### src/rtl/alu_pkg.sv
// Shared types and constants for the ALU command buffer.
//   ALU_W     : datapath width of the attached combinational ALU
//   OP_*      : ALU opcodes as driven on alu_sel
//   alu_cmd_t : one buffered command {sel, a, b, acc}
package alu_pkg;
  localparam int ALU_W = 4;

  localparam logic [2:0] OP_ADD = 3'b000;
  localparam logic [2:0] OP_SUB = 3'b001;
  localparam logic [2:0] OP_NOT = 3'b010;
  localparam logic [2:0] OP_AND = 3'b011;
  localparam logic [2:0] OP_OR  = 3'b100;
  localparam logic [2:0] OP_XOR = 3'b101;
  localparam logic [2:0] OP_LT  = 3'b110;
  localparam logic [2:0] OP_EQ  = 3'b111;

  typedef struct packed {
    logic [2:0]       sel;
    logic [ALU_W-1:0] a;
    logic [ALU_W-1:0] b;
    logic             acc;
  } alu_cmd_t;

  // Carry/overflow are only meaningful for add and subtract.
  function automatic logic has_arith_flags(input logic [2:0] sel);
    return (sel == OP_ADD) || (sel == OP_SUB);
  endfunction
endpackage

### src/rtl/alu_cmd_fifo.sv
// Command FIFO holding alu_cmd_t entries.
//   clk, rst_n         : clock, async active-low reset
//   i_push, i_data     : write request and payload (ignored when full)
//   i_pop              : read request (ignored when empty)
//   o_head             : entry at the read pointer
//   o_full, o_empty    : occupancy status
//   o_count            : occupancy, 0..DEPTH
module alu_cmd_fifo
  import alu_pkg::*;
#(
  parameter int DEPTH = 4,
  localparam int AW = $clog2(DEPTH),
  localparam int CW = AW + 1
) (
  input  logic          clk,
  input  logic          rst_n,
  input  logic          i_push,
  input  alu_cmd_t      i_data,
  input  logic          i_pop,
  output alu_cmd_t      o_head,
  output logic          o_full,
  output logic          o_empty,
  output logic [CW-1:0] o_count
);
  alu_cmd_t      r_mem [DEPTH];
  logic [AW-1:0] r_wptr, r_rptr;
  logic [CW-1:0] r_count;
  logic          w_push, w_pop;

  assign o_full  = (r_count == CW'(DEPTH));
  assign o_empty = (r_count == '0);
  // A full FIFO refuses a push even when a pop happens in the same cycle.
  assign w_push  = i_push && !o_full;
  assign w_pop   = i_pop && !o_empty;
  assign o_head  = r_mem[r_rptr];
  assign o_count = r_count;

  // Storage needs no reset: count gates every read of it.
  always_ff @(posedge clk) begin
    if (w_push) r_mem[r_wptr] <= i_data;
  end

  // Pointers wrap naturally since DEPTH is a power of two.
  always_ff @(posedge clk or negedge rst_n) begin
    if (!rst_n) begin
      r_wptr  <= '0;
      r_rptr  <= '0;
      r_count <= '0;
    end else begin
      if (w_push) r_wptr <= r_wptr + AW'(1);
      if (w_pop)  r_rptr <= r_rptr + AW'(1);
      r_count <= r_count + CW'(w_push) - CW'(w_pop);
    end
  end
endmodule

### src/rtl/alu_issue_queue.sv
// Command buffer and result stage around an external combinational ALU.
//   cmd_valid/cmd_ready/cmd_*  : command input (sel, a, b, use-accumulator)
//   acc_clr                    : synchronous accumulator clear
//   alu_a/alu_b/alu_sel        : head command driven to the ALU (0 when empty)
//   alu_out/alu_cf/of/zf       : ALU result returned combinationally
//   res_valid/res_ready/res_*  : registered result with valid/ready handshake
//   acc                        : accumulator (last captured result)
//   count                      : FIFO occupancy
module alu_issue_queue
  import alu_pkg::*;
#(
  parameter int DEPTH = 4,
  parameter int W     = ALU_W,
  localparam int CW   = $clog2(DEPTH) + 1
) (
  input  logic          clk,
  input  logic          rst_n,
  input  logic          cmd_valid,
  output logic          cmd_ready,
  input  logic [2:0]    cmd_sel,
  input  logic [W-1:0]  cmd_a,
  input  logic [W-1:0]  cmd_b,
  input  logic          cmd_acc,
  input  logic          acc_clr,
  output logic [W-1:0]  alu_a,
  output logic [W-1:0]  alu_b,
  output logic [2:0]    alu_sel,
  input  logic [W-1:0]  alu_out,
  input  logic          alu_cf,
  input  logic          alu_of,
  input  logic          alu_zf,
  output logic          res_valid,
  input  logic          res_ready,
  output logic [W-1:0]  res_data,
  output logic          res_cf,
  output logic          res_of,
  output logic          res_zf,
  output logic [W-1:0]  acc,
  output logic [CW-1:0] count
);
  alu_cmd_t     w_cmd, w_head;
  logic         w_full, w_empty, w_cap;
  logic         r_res_valid, r_res_cf, r_res_of, r_res_zf;
  logic [W-1:0] r_res_data, r_acc;

  assign w_cmd = '{sel: cmd_sel, a: cmd_a, b: cmd_b, acc: cmd_acc};

  alu_cmd_fifo #(.DEPTH(DEPTH)) u_fifo (
    .clk     (clk),
    .rst_n   (rst_n),
    .i_push  (cmd_valid),
    .i_data  (w_cmd),
    .i_pop   (w_cap),
    .o_head  (w_head),
    .o_full  (w_full),
    .o_empty (w_empty),
    .o_count (count)
  );

  assign cmd_ready = !w_full;

  // The accumulator operand reads the registered acc, so a chained command
  // right behind its producer sees the freshly captured value with no bubble.
  always_comb begin
    alu_a   = '0;
    alu_b   = '0;
    alu_sel = '0;
    if (!w_empty) begin
      alu_sel = w_head.sel;
      alu_b   = w_head.b;
      alu_a   = w_head.acc ? r_acc : w_head.a;
    end
  end

  assign w_cap = !w_empty && (!r_res_valid || res_ready);

  always_ff @(posedge clk or negedge rst_n) begin
    if (!rst_n) begin
      r_res_valid <= 1'b0;
      r_res_data  <= '0;
      r_res_cf    <= 1'b0;
      r_res_of    <= 1'b0;
      r_res_zf    <= 1'b0;
    end else if (w_cap) begin
      r_res_valid <= 1'b1;
      r_res_data  <= alu_out;
      r_res_zf    <= alu_zf;
      r_res_cf    <= alu_cf && has_arith_flags(alu_sel);
      r_res_of    <= alu_of && has_arith_flags(alu_sel);
    end else if (res_ready) begin
      r_res_valid <= 1'b0;  // drain only; data/flags hold
    end
  end

  // Clear wins over a same-cycle capture for the accumulator only.
  always_ff @(posedge clk or negedge rst_n) begin
    if (!rst_n)       r_acc <= '0;
    else if (acc_clr) r_acc <= '0;
    else if (w_cap)   r_acc <= alu_out;
  end

  assign res_valid = r_res_valid;
  assign res_data  = r_res_data;
  assign res_cf    = r_res_cf;
  assign res_of    = r_res_of;
  assign res_zf    = r_res_zf;
  assign acc       = r_acc;
endmodule
### config.mk
export PLATFORM = sky130hd
export DESIGN_NAME = alu_issue_queue
export DESIGN_NICKNAME = d
export VERILOG_FILES = /design/src/rtl/alu_pkg.sv /design/src/rtl/alu_cmd_fifo.sv /design/src/rtl/alu_issue_queue.sv
export SDC_FILE = /design/constraint.sdc
export NUM_CORES = 1
export LEC_CHECK = 0
export ABC_CLOCK_PERIOD_IN_PS = 3800
export CAP_MARGIN = 20
export CELL_PAD_IN_SITES_DETAIL_PLACEMENT = 0
export CELL_PAD_IN_SITES_GLOBAL_PLACEMENT = 2
export CORE_ASPECT_RATIO = 0.9
export CORE_MARGIN = 2
export CORE_UTILIZATION = 40
export DETAILED_ROUTE_END_ITERATION = 10
export PLACE_DENSITY = 0.93
export SLEW_MARGIN = 20
export SYNTH_ARGS = -nofsm -noshare
export SYNTH_HDL_FRONTEND = slang
export SYNTH_SLANG_ARGS = --single-unit
### constraint.sdc
create_clock -name clk -period 3.8 [get_ports clk]
set_input_delay 0.76 -clock clk [delete_from_list [all_inputs] [get_ports clk]]
set_output_delay 0.76 -clock clk [all_outputs]
set_load 0.05 [all_outputs]
==> results of run 1 <==
flip-flops by register name, indices dropped and copies added (netlist names):
register / flops
res_valid: 1
res_of: 1
u_fifo.r_rptr: 2
u_fifo.o_count: 3
res_cf: 1
res_zf: 1
res_data: 4
u_fifo.r_wptr: 2
acc: 4
u_fifo.r_mem: 48
cells in the final DEF (no fill, tap or decap), types with 2 or more instances in the layout:
cell type        instances
dfrtp_1                 19
inv_1                    6
a21oi_1                  4
nand2_1                  6
o21ai_0                 10
edfxtp_1                48
and2_1                  10
nor2_1                   6
mux4_2                  11
clkdlybuf4s50_1         50
mux2i_1                  4
bufinv_16                4
o21ai_1                  2
clkbuf_8                 9
buf_4                    3
mux2_2                   2
xnor2_1                  4
ha_1                     6
clkinvlp_4               2
nand3_1                  7
power breakdown:
group,total [mW],internal (mW),switching [mW]
registers,1.10,0.983,0.120
logic,1.51,0.586,0.927
clock network,0.768,0.501,0.267
total,3.38,2.07,1.31
cell families after synthesis:
group	after synthesis
AOI/OAI and AO/OA	17
adders and majority gates	7
xor gates and xnor gates	5
DFF	67
and+or+nand+nor	35
buffers and inverters	13
muxes	18
area by class of cell:
type / instances / area share (%)
clock buffers: 9 / 3.45
repair buffers: 53 / 14.6
inverters: 6 / 0.627
clock inverters: 7 / 3.90
well taps: 90 / 3.14
flip-flops and latches: 67 / 53.4
multi-input cells: 82 / 20.9
final timing paths:
check / from / to / slack [ns] / cells past startpoint
setup / recovery: u_fifo.r_rptr[0]$_DFFE_PN0P_ / alu_a[3] / 0.30 / 4
hold / removal: res_data[2]$_DFFE_PN0P_ / res_data[2]$_DFFE_PN0P_ / 0.51 / 2
setup reg to reg: res_valid$_DFFE_PN0P_ / u_fifo.o_count[2]$_DFF_PN0_ / 1.42 / 8
hold reg to reg: res_data[2]$_DFFE_PN0P_ / res_data[2]$_DFFE_PN0P_ / 0.51 / 2
max in group asynchronous: rst_n / u_fifo.o_count[2]$_DFF_PN0_ / 2.35 / 1
min in group asynchronous: rst_n / res_data[1]$_DFFE_PN0P_ / 0.91 / 1
worst max-delay path, delay by kind of cell, from the launching register on:
| family | cells | cell delay, ns |
|---|---|---|
| multiplexers | 2 | 0.80 |
| buffers and inverters | 1 | 0.81 |
| flip-flops | 1 | 0.68 |
| AND/OR/NAND/NOR | 1 | 0.10 |
routing by layer:
metal	vias up	part of all wire (%)
li1	713	-
met5	-	0
met2	38	49
met4	0	1.8
met1	748	44
met3	9	4.6
metrics by stage:
| step | util, % | worst slack [ns] |
|---|---|---|
| global route | 54.5 | 0.150 |
| floorplan | - | 1.22 |
| CTS | 54.5 | 0.235 |
| detailed placement | 50.5 | 0.616 |
| global placement | 50.5 | 0.630 |
| finish | 54.5 | 0.300 |
==> results.cfg, run 1 <==
[timing]
grt_setup_unrepaired = false
holdWs_ns = 0.514
fin_skew_ns = 0.00582
hold_violations = 0
final.period_utilization_pct = 92.1
fin_crit_ns = 3.50
drv_slew = 0
max_freq_ghz = 0.286
tightestPinTransition_ns = 0.872
relSlewSlack_pct = 41.7
setup_viol = 0
tns_ns = 0

[synthesis]
synth_xor_area_share_pct = 1.60
yosysSeqAreaShare_pct = 70.1
synthAdderAreaFrac_pct = 3.48
synth.net_count = 193
synth_cells = 162
synth_top_area_share_pct = 52.7
synthArstFlopShare_pct = 28.4
yosys.area_share.simple_pct = 6.77
synth-edff-count = 48
ys_types = 28
ys.flop_type = edfxtp_1
yosysWarnings = 0
synth_top_family_by_area = multiplexers
synth.area.top_cells = edfxtp_1 (53%), dfrtp_1 (17%), mux4_2 (9.1%)
synth_compound_area_share_pct = 3.34
synth_top_cells_by_count = edfxtp_1 (48), dfrtp_1 (19), mux4_2 (11)
yosysMostFrequentCell = edfxtp_1
ys_ff_latch = 67
syn-cell-area_um2 = 2730
muxShareOfSynthArea_pct = 12.3
yosys.area.top_type = edfxtp_1
avgSynthCellArea_um2 = 16.9

[route]
wl_mm = 4.84
drc = 0
drt-pass1-iter-count = 4
avgRoutedWirePerCell_um = 15.4
detail-route-antenna-nets = 0
vias = 1508
viasPerCell = 4.80
drtIter0Drc = 95

[global_route]
grt_pass1_wl_mm = 7.64
grt_pass1_vias = 1540
use_met3_pct = 4.99
antenna_found_initial = 0
met1_usage_pct = 16.5
grt_util_met2_pct = 23.0
grt_busiest_layer = met2
grt_overflow = 0
grt_usage_pct = 13.9
grt_max_degree = 20

[power]
peakVddDrop_mv = 0.335
p_per_area_nw_per_um2 = 942
leakagePower_nw = 1.32
power_mw = 3.38

[critical_path]
cp.required_ns = 3.04
crit_path_end_kind = output port
critPathMaxStageDelay_ns = 0.81
crit_path_max_fanout = 9
startpoint_type = flop
worstPathArrival_ns = 2.74
critical_path.slowest_cell = clkdlybuf4s50_1
path_cells = mux4_2 -> mux2i_1 -> nor2_1 -> clkdlybuf4s50_1
crit_type = flop to output port

[floorplanning]
dieArea_um2 = 7510
start_util_pct = 41.5
num_rows = 28
io_pins = 51
die_h_um = 82.4
core-area_um2 = 6590
die_w_um = 91.1

[clock_network]
holdBufCountCts = 0
htreeDepth = 3
cts_root_buffer = clkbuf_8
cts_tree = built
clk_pin_slew_ns = 0.07
cts_resized = 0
clk_latency_ns = 0.34
clock_sinks = 67
cts_setup_buffers = 0
cts_buffer_depth = 2
cts_buffers = 9

[final_layout]
antennaDiodeCount = 0
drive_above_1_share_pct = 15.6
syn2layout_area_growth_pct = 31.3
fillCellCount = 562
fin_nets = 250
final_cells = 314
final_design_area_no_fill_um2 = 3590
seq_area_um2 = 1920
multiInputGateArea_um2 = 752

[run]
maxCapViolCount = 0

[place]
placedInstanceArea_um2 = 3330
io_buffer_count = 50
dp_cells = 298
gp_congestion = 0.772
place_hpwl_mm = 3.29

[min_path]
holdCritPathClass = flop to flop

[outcome]
status = complete, no violations
Power figures use the tool's default switching activity.
==> run 2: changes to the inputs <==
--- a/config.mk
+++ b/config.mk
@@ -5,7 +5,7 @@
 export SDC_FILE = /design/constraint.sdc
 export NUM_CORES = 1
 export LEC_CHECK = 0
-export ABC_CLOCK_PERIOD_IN_PS = 3800
+export ABC_CLOCK_PERIOD_IN_PS = 4400
 export CAP_MARGIN = 20
 export CELL_PAD_IN_SITES_DETAIL_PLACEMENT = 0
 export CELL_PAD_IN_SITES_GLOBAL_PLACEMENT = 2
==> constraint.sdc (replaced) <==
create_clock -name clk -period 4.4 [get_ports clk]
set_input_delay 0.88 -clock clk [delete_from_list [all_inputs] [get_ports clk]]
set_output_delay 0.88 -clock clk [all_outputs]
set_load 0.05 [all_outputs]
==> run 2 against run 1 <==
Register-to-register slack better by 0.74 ns. First-iteration DRC count decreased by 17%. Non-clock buffer count unchanged. Sequential cell count is the same. Total power down 15%. Final area is 0.42% lower. Clock power down 19%. Highest routed layer unchanged. Worst setup slack improved by 0.55 ns. Sequential power is 12% lower. Largest power group unchanged.
==> results.cfg, run 2 (synthesis results as in run 1) <==
[final_layout]
regMostFlops = u_fifo.r_mem
largest_reg_flops = 48
syn2layout_area_growth_pct = 30.8
antennaDiodeCount = 0
layout_commonest_cell = clkdlybuf4s50_1
drive_above_1_share_pct = 15.6
fin_nets = 250
final_cell_mix = clkdlybuf4s50_1 (50), edfxtp_1 (48), dfrtp_1 (19)

[route]
drc = 0
avgRoutedWirePerCell_um = 15.6
drtIter0Drc = 79
wl_mm = 4.89
viasPerCell = 4.85
vias = 1524
detail-route-antenna-nets = 0
drt-pass1-iter-count = 4

[timing]
max_freq_ghz = 0.282
fin_skew_ns = 0.00869
tightestPinTransition_ns = 0.855
hold_violations = 0
setup_viol = 0
tns_ns = 0
holdWs_ns = 0.517
relSlewSlack_pct = 42.8
final.period_utilization_pct = 80.7
drv_slew = 0
grt_setup_unrepaired = false
fin_crit_ns = 3.55

[power]
share_comb_of_total_power_pct = 45.0
switchingPower_mw = 1.15
peakVddDrop_mv = 0.320
switching_share_pct = 39.8
seq_power_share_pct = 33.4
p_clk_share_pct = 21.6
leakagePower_nw = 1.32
p_int_mw = 1.73
p_per_area_nw_per_um2 = 805

[floorplanning]
die_w_um = 91.1
dieArea_um2 = 7510
num_rows = 28
die_h_um = 82.4
core-area_um2 = 6590
start_util_pct = 41.5
io_pins = 51

[global_route]
antenna_found_initial = 0
grt_overflow = 0
grt_pass1_wl_mm = 7.65
grt_max_degree = 20
grt_pass1_vias = 1541
grt_usage_pct = 13.9

[clock_network]
cts_tree = built
cts_buffer_depth = 2
cts_root_buffer = clkbuf_8
cts_setup_buffers = 0
htreeDepth = 3
cts_resized = 0
clock_sinks = 67
clk_latency_ns = 0.33
clk_pin_slew_ns = 0.08
cts_buffers = 9
holdBufCountCts = 0

[critical_path]
critPathMaxStageDelay_ns = 0.69
cp_top_family = buffers and inverters
crit_path_end_kind = output port
crit_path_max_fanout = 8
crit_type = flop to output port
crit_buf_inv = 2
startpoint_type = flop
worstPathArrival_ns = 2.67
cp.required_ns = 3.52
critical_path.slowest_cell = clkdlybuf4s50_1
path_cells = buf_4 -> mux4_1 -> mux2i_1 -> nor2_1 -> clkdlybuf4s50_1

[min_path]
holdCritPathClass = flop to flop

[place]
place_hpwl_mm = 3.37
gp_congestion = 0.737
io_buffer_count = 50

[outcome]
status = complete, no violations

[run]
maxCapViolCount = 0
run 2: cell types whose count changed in the layout (fill, tap and decap cells not counted), sizes merged:
cell,change
bufinv,-1
clkinv,+2
clkinvlp,-2
inv,+1
run 2: final timing paths:
path                                         startpoint                      endpoint  slack, ns  cells after the start
setup reg to reg            u_fifo.o_count[1]$_DFF_PN0_   u_fifo.o_count[2]$_DFF_PN0_       2.16                      9
min in group asynchronous                         rst_n       res_data[2]$_DFFE_PN0P_       1.03                      1
max in group asynchronous                         rst_n  u_fifo.r_rptr[1]$_DFFE_PN0P_       2.84                      1
setup / recovery           u_fifo.r_rptr[0]$_DFFE_PN0P_                      alu_a[3]       0.85                      5
hold / removal                       res_zf$_DFFE_PN0P_            res_zf$_DFFE_PN0P_       0.52                      1
hold reg to reg                      res_zf$_DFFE_PN0P_            res_zf$_DFFE_PN0P_       0.52                      1
run 2: final cells by class:
type,count,area (µm²)
Tap cell,90,113
Clock inverter,7,125
Inverter,6,22.5
Sequential cell,67,1920
Clock buffer,9,124
Timing Repair Buffer,53,523
Multi-Input combinational cell,82,752
Fill cell,567,3010
run 2: metal layers:
| metal | wire, µm | global-route usage (%) | vias up |
|---|---|---|---|
| met2 | 2420 | 23.4 | 30 |
| li1 | - | - | 715 |
| met4 | 63 | 7.73 | 0 |
| met5 | 0 | 0 | - |
| met1 | 2240 | 16.8 | 773 |
| met3 | 166 | 3.45 | 6 |
run 2: power by group through the flow:
stage	logic [mW]	registers, mW	clock network (mW)
6_report	1.30	0.963	0.621
5_1_grt	1.38	0.986	0.657
4_1_cts	1.31	0.968	0.630
3_5_place_dp	1.31	0.982	0
3_3_place_gp	1.29	0.974	0
2_1_floorplan	0.787	1.10	0
run 2: through the flow:
stage	std cells	worst slack, ns	power [mW]	instance area [µm²]	utilization (%)
4_1_cts	314	0.789	2.91	3580	54.3
3_5_place_dp	298	1.16	2.29	3330	50.5
3_3_place_gp	298	1.19	2.27	3330	50.5
2_1_floorplan	162	1.70	1.88	2730	-
5_1_grt	314	0.679	3.02	3580	54.3
6_report	314	0.849	2.88	3580	54.3
